===== src/rtl/phy_frame_reader_pkg.sv =====
// Shared definitions for the PHY frame reader: channel count, header layout, FSM states.
package phy_pkg;

  localparam int unsigned NUM_VCHN        = 4;
  localparam logic [3:0]  HDR_TAG_DEFAULT = 4'hA;

  localparam int unsigned HDR_TAG_LSB  = 28;
  localparam int unsigned HDR_TAG_W    = 4;
  localparam int unsigned HDR_VCHN_LSB = 26;
  localparam int unsigned HDR_VCHN_W   = 2;
  localparam int unsigned HDR_SEQ_LSB  = 16;
  localparam int unsigned HDR_SEQ_W    = 8;
  localparam int unsigned HDR_CNT_LSB  = 0;
  localparam int unsigned HDR_CNT_W    = 8;

  typedef enum logic [2:0] {
    IDLE,
    HDR,
    DATA,
    NEXT,
    DRAIN
  } state_e;

  function automatic logic [31:0] make_hdr(input logic [3:0] tag, input logic [1:0] vchn,
                                           input logic [7:0] seq, input logic [7:0] cnt);
    logic [31:0] w;
    w = '0;
    w[HDR_TAG_LSB  +: HDR_TAG_W]  = tag;
    w[HDR_VCHN_LSB +: HDR_VCHN_W] = vchn;
    w[HDR_SEQ_LSB  +: HDR_SEQ_W]  = seq;
    w[HDR_CNT_LSB  +: HDR_CNT_W]  = cnt;
    return w;
  endfunction

endpackage


===== src/rtl/phy_frame_reader_fifo.sv =====
// Synchronous show-ahead FIFO with occupancy count; DEPTH must be a power of two.
module out_fifo_sync #(
  parameter int unsigned WIDTH = 34,
  parameter int unsigned DEPTH = 4,
  localparam int unsigned AW   = $clog2(DEPTH)
) (
  input  logic             clk,
  input  logic             rst_n,
  input  logic             push_i,
  input  logic [WIDTH-1:0] data_i,
  input  logic             pop_i,
  output logic [WIDTH-1:0] data_o,
  output logic             empty_o,
  output logic             full_o,
  output logic [AW:0]      used_o
);

  logic [WIDTH-1:0] mem_q [DEPTH];
  logic [AW-1:0]    wr_ptr_q, rd_ptr_q;
  logic [AW:0]      used_q;
  logic             push_ok, pop_ok;

  assign empty_o = (used_q == '0);
  assign full_o  = (used_q == (AW+1)'(DEPTH));
  assign used_o  = used_q;
  assign data_o  = mem_q[rd_ptr_q];
  assign push_ok = push_i & ~full_o;
  assign pop_ok  = pop_i & ~empty_o;

  always_ff @(posedge clk or negedge rst_n) begin
    if (!rst_n) begin
      for (int unsigned i = 0; i < DEPTH; i++) mem_q[i] <= '0;
      wr_ptr_q <= '0;
      rd_ptr_q <= '0;
      used_q   <= '0;
    end else begin
      if (push_ok) begin
        mem_q[wr_ptr_q] <= data_i;
        wr_ptr_q        <= wr_ptr_q + 1'b1;
      end
      if (pop_ok) rd_ptr_q <= rd_ptr_q + 1'b1;
      case ({push_ok, pop_ok})
        2'b10:   used_q <= used_q + 1'b1;
        2'b01:   used_q <= used_q - 1'b1;
        default: used_q <= used_q;
      endcase
    end
  end

endmodule


===== src/rtl/phy_frame_reader.sv =====
// Reads a completed capture frame channel by channel and emits it as a header+data packet stream.
module phy_frame_reader
  import phy_pkg::*;
#(
  parameter int unsigned RD_LAT     = 1,
  parameter int unsigned FIFO_DEPTH = 4,
  parameter logic [3:0]  HDR_TAG    = HDR_TAG_DEFAULT
) (
  input  logic        clk,
  input  logic        rst_n,
  input  logic        i_frame_ready,
  input  logic [15:0] i_out_size,
  output logic [1:0]  o_rd_vchn,
  output logic [7:0]  o_rd_addr,
  input  logic [7:0]  i_data_count,
  input  logic [31:0] i_rd_data,
  output logic [31:0] o_data,
  output logic        o_vld,
  input  logic        i_rdy,
  output logic        o_sop,
  output logic        o_eop,
  output logic        o_busy,
  output logic        o_overrun,
  output logic [7:0]  o_ovr_cnt,
  output logic        o_len_err
);

  localparam int unsigned UW = $clog2(FIFO_DEPTH) + 1;
  localparam int unsigned FW = 34;

  state_e            state_q, state_d;
  logic [1:0]        vchn_q, vchn_d;
  logic [7:0]        addr_q, addr_d, cnt_q, cnt_d, seq_q, seq_d;
  logic [15:0]       exp_len_q, exp_len_d, emit_q, emit_d;
  logic              served_q, served_d, first_q, first_d, fr_q;
  logic              ovr_q;
  logic [7:0]        ovr_cnt_q;
  logic [RD_LAT-1:0] pvld_q, pvld_d, peop_q, peop_d;

  logic              fifo_empty, fifo_full, push, pop;
  logic [UW-1:0]     fifo_used, inflight;
  logic [UW:0]       occupancy;
  logic [FW-1:0]     fifo_wdata, fifo_rdata;
  logic              hdr_push, issue, last_rd, start, ovr_rise, last_vchn;

  always_comb begin
    inflight = '0;
    for (int unsigned i = 0; i < RD_LAT; i++) inflight = inflight + UW'(pvld_q[i]);
  end

  assign occupancy = {1'b0, fifo_used} + {1'b0, inflight};
  assign last_vchn = (vchn_q == 2'(NUM_VCHN - 1));

  always_comb begin
    state_d   = state_q;
    vchn_d    = vchn_q;
    addr_d    = addr_q;
    cnt_d     = cnt_q;
    seq_d     = seq_q;
    exp_len_d = exp_len_q;
    first_d   = first_q;
    hdr_push  = 1'b0;
    issue     = 1'b0;
    last_rd   = 1'b0;
    start     = 1'b0;
    unique case (state_q)
      IDLE: if (i_frame_ready && !served_q) begin
        start     = 1'b1;
        exp_len_d = i_out_size;
        vchn_d    = '0;
        first_d   = 1'b1;
        state_d   = HDR;
      end
      // Waiting for zero in-flight reads keeps the previous channel's data ahead of this header.
      HDR: if (inflight == '0 && !fifo_full) begin
        hdr_push = 1'b1;
        first_d  = 1'b0;
        cnt_d    = i_data_count;
        addr_d   = '0;
        state_d  = (i_data_count != '0) ? DATA : NEXT;
      end
      DATA: if (occupancy < (UW+1)'(FIFO_DEPTH)) begin
        issue  = 1'b1;
        addr_d = addr_q + 8'd1;
        if (addr_q == cnt_q - 8'd1) begin
          last_rd = 1'b1;
          state_d = NEXT;
        end
      end
      NEXT: begin
        if (last_vchn) begin
          state_d = DRAIN;
        end else begin
          vchn_d  = vchn_q + 2'd1;
          state_d = HDR;
        end
      end
      DRAIN: if (inflight == '0 && fifo_empty) begin
        seq_d   = seq_q + 8'd1;
        state_d = IDLE;
      end
      default: state_d = IDLE;
    endcase
  end

  always_comb begin
    pvld_d    = pvld_q;
    peop_d    = peop_q;
    pvld_d[0] = issue;
    peop_d[0] = last_rd & last_vchn;
    for (int unsigned i = 1; i < RD_LAT; i++) begin
      pvld_d[i] = pvld_q[i-1];
      peop_d[i] = peop_q[i-1];
    end
  end

  assign push       = hdr_push | pvld_q[RD_LAT-1];
  assign fifo_wdata = hdr_push
                    ? {first_q, last_vchn && (i_data_count == '0),
                       make_hdr(HDR_TAG, vchn_q, seq_q, i_data_count)}
                    : {1'b0, peop_q[RD_LAT-1], i_rd_data};

  out_fifo_sync #(
    .WIDTH (FW),
    .DEPTH (FIFO_DEPTH)
  ) u_fifo (
    .clk     (clk),
    .rst_n   (rst_n),
    .push_i  (push),
    .data_i  (fifo_wdata),
    .pop_i   (pop),
    .data_o  (fifo_rdata),
    .empty_o (fifo_empty),
    .full_o  (fifo_full),
    .used_o  (fifo_used)
  );

  assign o_vld     = ~fifo_empty;
  assign o_data    = o_vld ? fifo_rdata[31:0] : '0;
  assign o_eop     = o_vld & fifo_rdata[32];
  assign o_sop     = o_vld & fifo_rdata[33];
  assign pop       = o_vld & i_rdy;
  assign o_busy    = (state_q != IDLE) | ~fifo_empty;
  assign o_rd_vchn = vchn_q;
  assign o_rd_addr = addr_q;
  assign o_overrun = ovr_q;
  assign o_ovr_cnt = ovr_cnt_q;
  assign o_len_err = pop & o_eop & ((emit_q + 16'd1) != exp_len_q);

  assign ovr_rise = i_frame_ready & ~fr_q & o_busy;
  assign served_d = start | ovr_rise | (served_q & i_frame_ready);
  assign emit_d   = start ? '0 : (pop ? emit_q + 16'd1 : emit_q);

  always_ff @(posedge clk or negedge rst_n) begin
    if (!rst_n) begin
      state_q   <= IDLE;
      vchn_q    <= '0;
      addr_q    <= '0;
      cnt_q     <= '0;
      seq_q     <= '0;
      exp_len_q <= '0;
      emit_q    <= '0;
      served_q  <= 1'b0;
      first_q   <= 1'b0;
      fr_q      <= 1'b0;
      ovr_q     <= 1'b0;
      ovr_cnt_q <= '0;
      pvld_q    <= '0;
      peop_q    <= '0;
    end else begin
      state_q   <= state_d;
      vchn_q    <= vchn_d;
      addr_q    <= addr_d;
      cnt_q     <= cnt_d;
      seq_q     <= seq_d;
      exp_len_q <= exp_len_d;
      emit_q    <= emit_d;
      served_q  <= served_d;
      first_q   <= first_d;
      fr_q      <= i_frame_ready;
      ovr_q     <= ovr_rise;
      if (ovr_rise && ovr_cnt_q != 8'hFF) ovr_cnt_q <= ovr_cnt_q + 8'd1;
      pvld_q    <= pvld_d;
      peop_q    <= peop_d;
    end
  end

endmodule


===== config.mk =====
export PLATFORM = sky130hd
export DESIGN_NAME = phy_frame_reader
export DESIGN_NICKNAME = d
export VERILOG_FILES = /design/src/rtl/phy_frame_reader_pkg.sv /design/src/rtl/phy_frame_reader_fifo.sv /design/src/rtl/phy_frame_reader.sv
export SDC_FILE = /design/constraint.sdc
export NUM_CORES = 1
export LEC_CHECK = 0
export CAP_MARGIN = 20
export CORE_ASPECT_RATIO = 2
export CORE_MARGIN = 2
export CORE_UTILIZATION = 51
export CTS_BUF_LIST = sky130_fd_sc_hd__clkbuf_4 sky130_fd_sc_hd__clkbuf_8 sky130_fd_sc_hd__clkbuf_16
export CTS_CLUSTER_DIAMETER = 200
export DETAILED_ROUTE_END_ITERATION = 10
export PLACE_DENSITY = 0.73
export SYNTH_ARGS = -nofsm -noshare
export SYNTH_HDL_FRONTEND = slang
export SYNTH_SLANG_ARGS = --single-unit

===== constraint.sdc =====
create_clock -name clk -period 2.1 [get_ports clk]
set_input_delay 0.42 -clock clk [delete_from_list [all_inputs] [get_ports clk]]
set_output_delay 0.42 -clock clk [all_outputs]
set_load 0.005 [all_outputs]

# Word-level counts from Yosys, hierarchy flattened
# Index checks and enable logic that the tools add are counted.
# Widths: inputs -> output; s select.
[word_totals]
in_bits = 60
ff_bits = 218
out_inout_bits = 56
word_cells = 136
[op_classes]
addsub = 11
n_eq_ne = 17
bitwise_logic = 20
mux = 37
order_cmp = 4
n_reduce_logical = 26
[ops]
columns = ["cell", "count"]
rows = [
  ["$bwmux 136", 1],
  ["$mux 34", 4],
  ["$bmux 34 s2", 1],
  ["$demux 34 s2", 1],
  ["$mux 16", 2],
  ["$mux 32", 1],
  ["$add 8x1->8 const B", 3],
  ["$mux 3", 6],
  ["$add 16x1->16 const B", 1],
  ["$mux 8", 2],
  ["$ne 16x16->1", 1],
  ["$pmux 8 s2", 1],
  ["$pmux 3 s5", 1],
  ["$mux 1", 12],
  ["$ne 2x2->1 const B", 6],
  ["$and 1x1->1", 11],
  ["$reduce_bool 2->1", 5],
  ["$logic_not 3->1", 3],
  ["$reduce_and 3->1", 3],
  ["$eq 8x8->1", 1],
  ["$logic_not 8->1", 1],
  ["$ne 8x8->1 const B", 1],
  ["$reduce_bool 8->1", 1],
  ["$sub 8x1->8 const B", 1],
  ["other kinds (24)", 45],
]

# Longest topological paths before layout
# Gate-level depths: netlist (run 1).
[depth]
ltp_word = 9
mapped_depth = 11
depth_no_buf = 10

# Hierarchy
# Synthesis (run 1) repeated with hierarchy kept, for this count alone.
[unflattened]
cells_unflattened = 863
area_unflattened_um2 = 10779.1
[by_module_without_submodules]
columns = ["module", "area_each_um2", "cells_each", "instances"]
rows = [
  ["out_fifo_sync", 6321.1, 366, 1],
  ["phy_frame_reader", 4458.0, 497, 1],
]

# Worst setup path before layout (run 1)
# Ideal clock, no wire load.
[synth_timing]
kind = "register -> output"
startpoint = "reg emit_q[0]"
endpoint = "out o_len_err"
required_time_ns = 1.680
setup_slack_ns = -0.121
n_path_buf = 0
t_arrival_ns = 1.801
path_stages_with_launch = 8
path_cell_list = "dfrtp_1 > ha_1 > nand4_1 > nor4_2 > xnor2_1 > nand2_1 > a2111oi_1 > a31oi_1"
[synth_between]
elab_chain_len = 3
[synth_lines]
columns = ["item", "line_no", "text"]
rows = [
  ["start, declared", "phy_frame_reader.sv:34", "logic [15:0] exp_len_q, exp_len_d, emit_q, emit_d;"],
  ["start signal, assigned", "phy_frame_reader.sv:177", "emit_q <= emit_d;"],
  ["$add 16x1->16", "phy_frame_reader.sv:148", "assign o_len_err = pop & o_eop & ((emit_q + 16'd1) != exp_len_q);"],
  ["$ne 16x16->1", "phy_frame_reader.sv:148", ""],
  ["$and 1x1->1", "phy_frame_reader.sv:148", ""],
  ["end, declared", "phy_frame_reader.sv:25", "output logic o_len_err"],
]
# No other way between the ends.

# Worst setup path after layout (run 1)
[layout_timing]
startpoint = "reg emit_q[1]"
endpoint = "out o_len_err"
# The elaborated chain is that of the path after synthesis.

==> impl_metrics.py, run 1 <==
metrics = {
    "die": {
        "core_area_sq_um": 19900,
        "die-height_um": 206,
        "dieArea_sq_um": 21600,
        "start_util": 0.521,
        "io_pins": 116,
        "num_rows": 73,
        "fp.dieW_um": 105,
    },
    "synth": {
        "synth_nets": 1073,
        "synthTopCellsByArea": "dfrtp_1 (53%), nand2_1 (7.6%), mux4_2 (7.4%)",
        "synthArstFlopShare": 1.00,
        "synth-edff-count": 0,
        "yosysTopAreaCell": "dfrtp_1",
        "syn_area_sq_um": 10400,
        "synth.most_common_cell": "dfrtp_1",
        "synth_top_area_frac": 0.526,
        "netlist-cell-type-count": 59,
        "ys.warnings.count": 0,
        "avgSynthCellArea_sq_um": 10.4,
        "synth_common_cells": "dfrtp_1 (218), nand2_1 (209), o21ai_1 (111)",
        "syn_inst": 1001,
        "ys_ff_latch": 218,
        "synth_seq_area_share": 0.526,
        "ys.flop_type": "dfrtp_1",
    },
    "power_and_ir_drop": {
        "power.leakage_nw": 6.53,
        "power.density_nw_per_um2": 1600,
        "p_sw_frac": 0.354,
        "p_total_w": 0.0225,
        "power_frac_seq": 0.319,
        "cellInternalPower_w": 0.0145,
        "pwr-share-clk": 0.170,
        "switchingPower_w": 0.00796,
        "power_frac_comb": 0.511,
        "irDropWorstVdd_mv": 0.853,
    },
    "detailed_routing": {
        "drtAntennaViolNets": 0,
        "wl_per_cell_um": 18.6,
        "drtIter0Drc": 516,
        "first_pass_iters": 5,
        "route.detailed.drc": 0,
        "vias": 8543,
        "vias_per_cell": 5.64,
        "drt-total-wl_um": 28200,
    },
    "placement": {
        "place_area_sq_um": 12500,
        "pre_cts_ws_ps": -612,
        "gp_congestion": 0.917,
        "portBuffers": 115,
        "dp_hpwl_um": 17900,
    },
    "worst_setup_path": {
        "timing.rr.start": "emit_q[1]$_DFFE_PN0P_",
        "critPathLaunch": "emit_q[1]$_DFFE_PN0P_",
        "crit_chain": "ha_4 > nand4_1 > buf_4 > nor4_4 > xnor2_1 > nand2_1 > a2111oi_2 > a31oi_1 > buf_2",
        "critPathSlowestCell": "dfrtp_1",
        "cp-start-kind": "register",
        "cp_max_fo": 3,
        "path_class": "register to output port",
        "critPathMaxStageDelay_ps": 410,
        "worst-endpoint-required_ps": 1680,
        "cp.arrival_ps": 2370,
        "setup.worst_path.end_class": "output port",
    },
    "global_routing": {
        "grt_pass1_wl_um": 43300,
        "grt_use_total": 0.252,
        "antenna_found_initial": 1,
        "overflow": 0,
        "grt_pass1_vias": 8684,
        "grt_max_degree": 66,
    },
    "cts": {
        "htree_levels": 1,
        "path_clk_slew_ps": 70,
        "numCtsBuffers": 20,
        "worst_skew_pair.late_latency_ps": 500,
        "cts_root_buf": "clkbuf_16",
        "cts_buffer_depth": 3,
        "cts_tree": "built",
        "cts.sinks": 218,
    },
    "sta": {
        "finalSetupViolCount": 35,
        "layout_setup_ws_ps": -687,
        "skew_ps": 6.46,
        "rsz0062_at_grt": "true",
        "drv_slew": 0,
        "slew_headroom": 0.659,
        "fin_crit_sh": 1.33,
        "tns_ps": -14960,
        "max_freq_mhz": 359,
        "final_hold_viol_count": 0,
        "period_minus_slack_ps": 2790,
        "tightest_slew_ps": 497,
    },
    "finish": {
        "area_growth_pct": 35.4,
        "fin_nets": 1309,
        "seq_area_sq_um": 5460,
        "fin_area_sq_um": 14000,
        "nFillCells": 1439,
        "drive_gt1_frac": 0.269,
        "multiInputGateArea_sq_um": 4750,
    },
    "worst_hold_path": {
        "hold_path_class": "input pin to async pin",
    },
    "status": {
        "violations": "negative setup slack",
        "outcome": "finished with violations",
    },
    "job": {
        "maxCapViolations": 0,
    },
}
-- final timing paths --
kind | end | slack [ps] | depth (start not counted)
worst max-delay path | o_len_err | -690 | 9
worst min-delay path | u_fifo.mem_q[106]$_DFFE_PN0P_ | 440 | 2
worst max register to register | emit_q[12]$_DFFE_PN0P_ | 30 | 8
worst min register to register | u_fifo.mem_q[49]$_DFFE_PN0P_ | 480 | 2
max in group asynchronous | emit_q[0]$_DFFE_PN0P_ | 990 | 3
min in group clk | fr_q$_DFF_PN0_ | 440 | 1
-- sequential cells by signal, summed over array words and instances, names as in the netlist --
register and count:
served_q 1, o_rd_addr 8, peop_q 1, emit_q 16
o_rd_vchn 2, o_overrun 1, cnt_q 8, seq_q 8
u_fifo.rd_ptr_q 2, u_fifo.mem_q 136, exp_len_q 16, u_fifo.wr_ptr_q 2
fr_q 1, state_q 3, pvld_q 1, u_fifo.used_o 3
first_q 1, o_ovr_cnt 8
-- cell usage in the layout (no fill, tap or decap), drive strengths merged, types with 3 or more instances in the layout --
cell and n:
dfrtp 218, nand2 210, buf 181, o21ai 155
clkdlybuf4s50 77, nor2 48, xnor2 40, clkbuf 39
and2 37, mux4 34, xor2 28, mux2 19
inv 18, a21oi 17, nand4 14, nor3 12
ha 11, nand3 11, mux2i 10, a21boi 8
and3 7, or3 7, nor4 7, clkinv 5
dlymetal6s2s 4, a31oi 3
-- power groups by stage --
stage	Sequential, W	Combinational, W	Clock (W)
2_1_floorplan	0.00677	0.00587	0
3_3_place_gp	0.00710	0.00931	0
3_5_place_dp	0.00718	0.00956	0
4_1_cts	0.00712	0.0107	0.00386
5_1_grt	0.00734	0.0125	0.00405
6_report	0.00717	0.0115	0.00381
-- logic make-up after synthesis --
kind of cell,synth area share
compound gates,0.103
xor+xnor,0.0574
fa+ha+maj,0.0152
buf+inv,0.0334
flops,0.526
mux,0.104
simple gates,0.161
-- metal layers --
| metal | GRT usage | part of all wire | vias up |
|---|---|---|---|
| met5 | 0 | 0 | - |
| met4 | 0.125 | 0.044 | 0 |
| met3 | 0.0291 | 0.043 | 72 |
| met2 | 0.472 | 0.56 | 275 |
| met1 | 0.280 | 0.35 | 4287 |
| li1 | - | - | 3909 |
-- cell type report --
cell class,count,share of cell area
flip-flops and latches,218,0.389
multi-input cells,706,0.338
repair buffers,272,0.195
clock buffers,30,0.0453
well taps,262,0.0233
inverters,19,0.00508
clock inverters,6,0.00410
diodes,1,0.000178
-- per-stage QoR --
step | util | hold slack (ps) | instances
6_report | 0.706 | 437 | 1514
5_1_grt | 0.706 | 451 | 1514
4_1_cts | 0.689 | 417 | 1489
3_5_place_dp | 0.630 | 401 | 1417
3_3_place_gp | 0.630 | 400 | 1417
2_1_floorplan | - | 124 | 1001
-- critical path, delay by kind of cell (launching register included) --
family	cells	cell delay, ps
and+or+nand+nor	3	390
DFF	1	410
adders and majority gates	1	150
buffers and inverters	2	340
AOI/OAI and AO/OA	2	410
xor gates and xnor gates	1	150
-- timing repair --
| action | 4_1_cts | 5_1_grt |
|---|---|---|
| hold buffers | 1 | 0 |
| cloned | 1 | 3 |
| pin swaps | 34 | 20 |
| setup endpoints to repair | 39 | 63 |
| hold endpoints to repair | 55 | 0 |
| setup buffers | 34 | 31 |
| resized for setup | 177 | 76 |
No activity file was read; power rests on OpenSTA's default activity.
==> run 2, diff against run 1 <==
Settings changed: ABC_AREA set to 0.
==> results of run 2 <==
No change in the layout: final DEF, timing and power equal those of run 1.
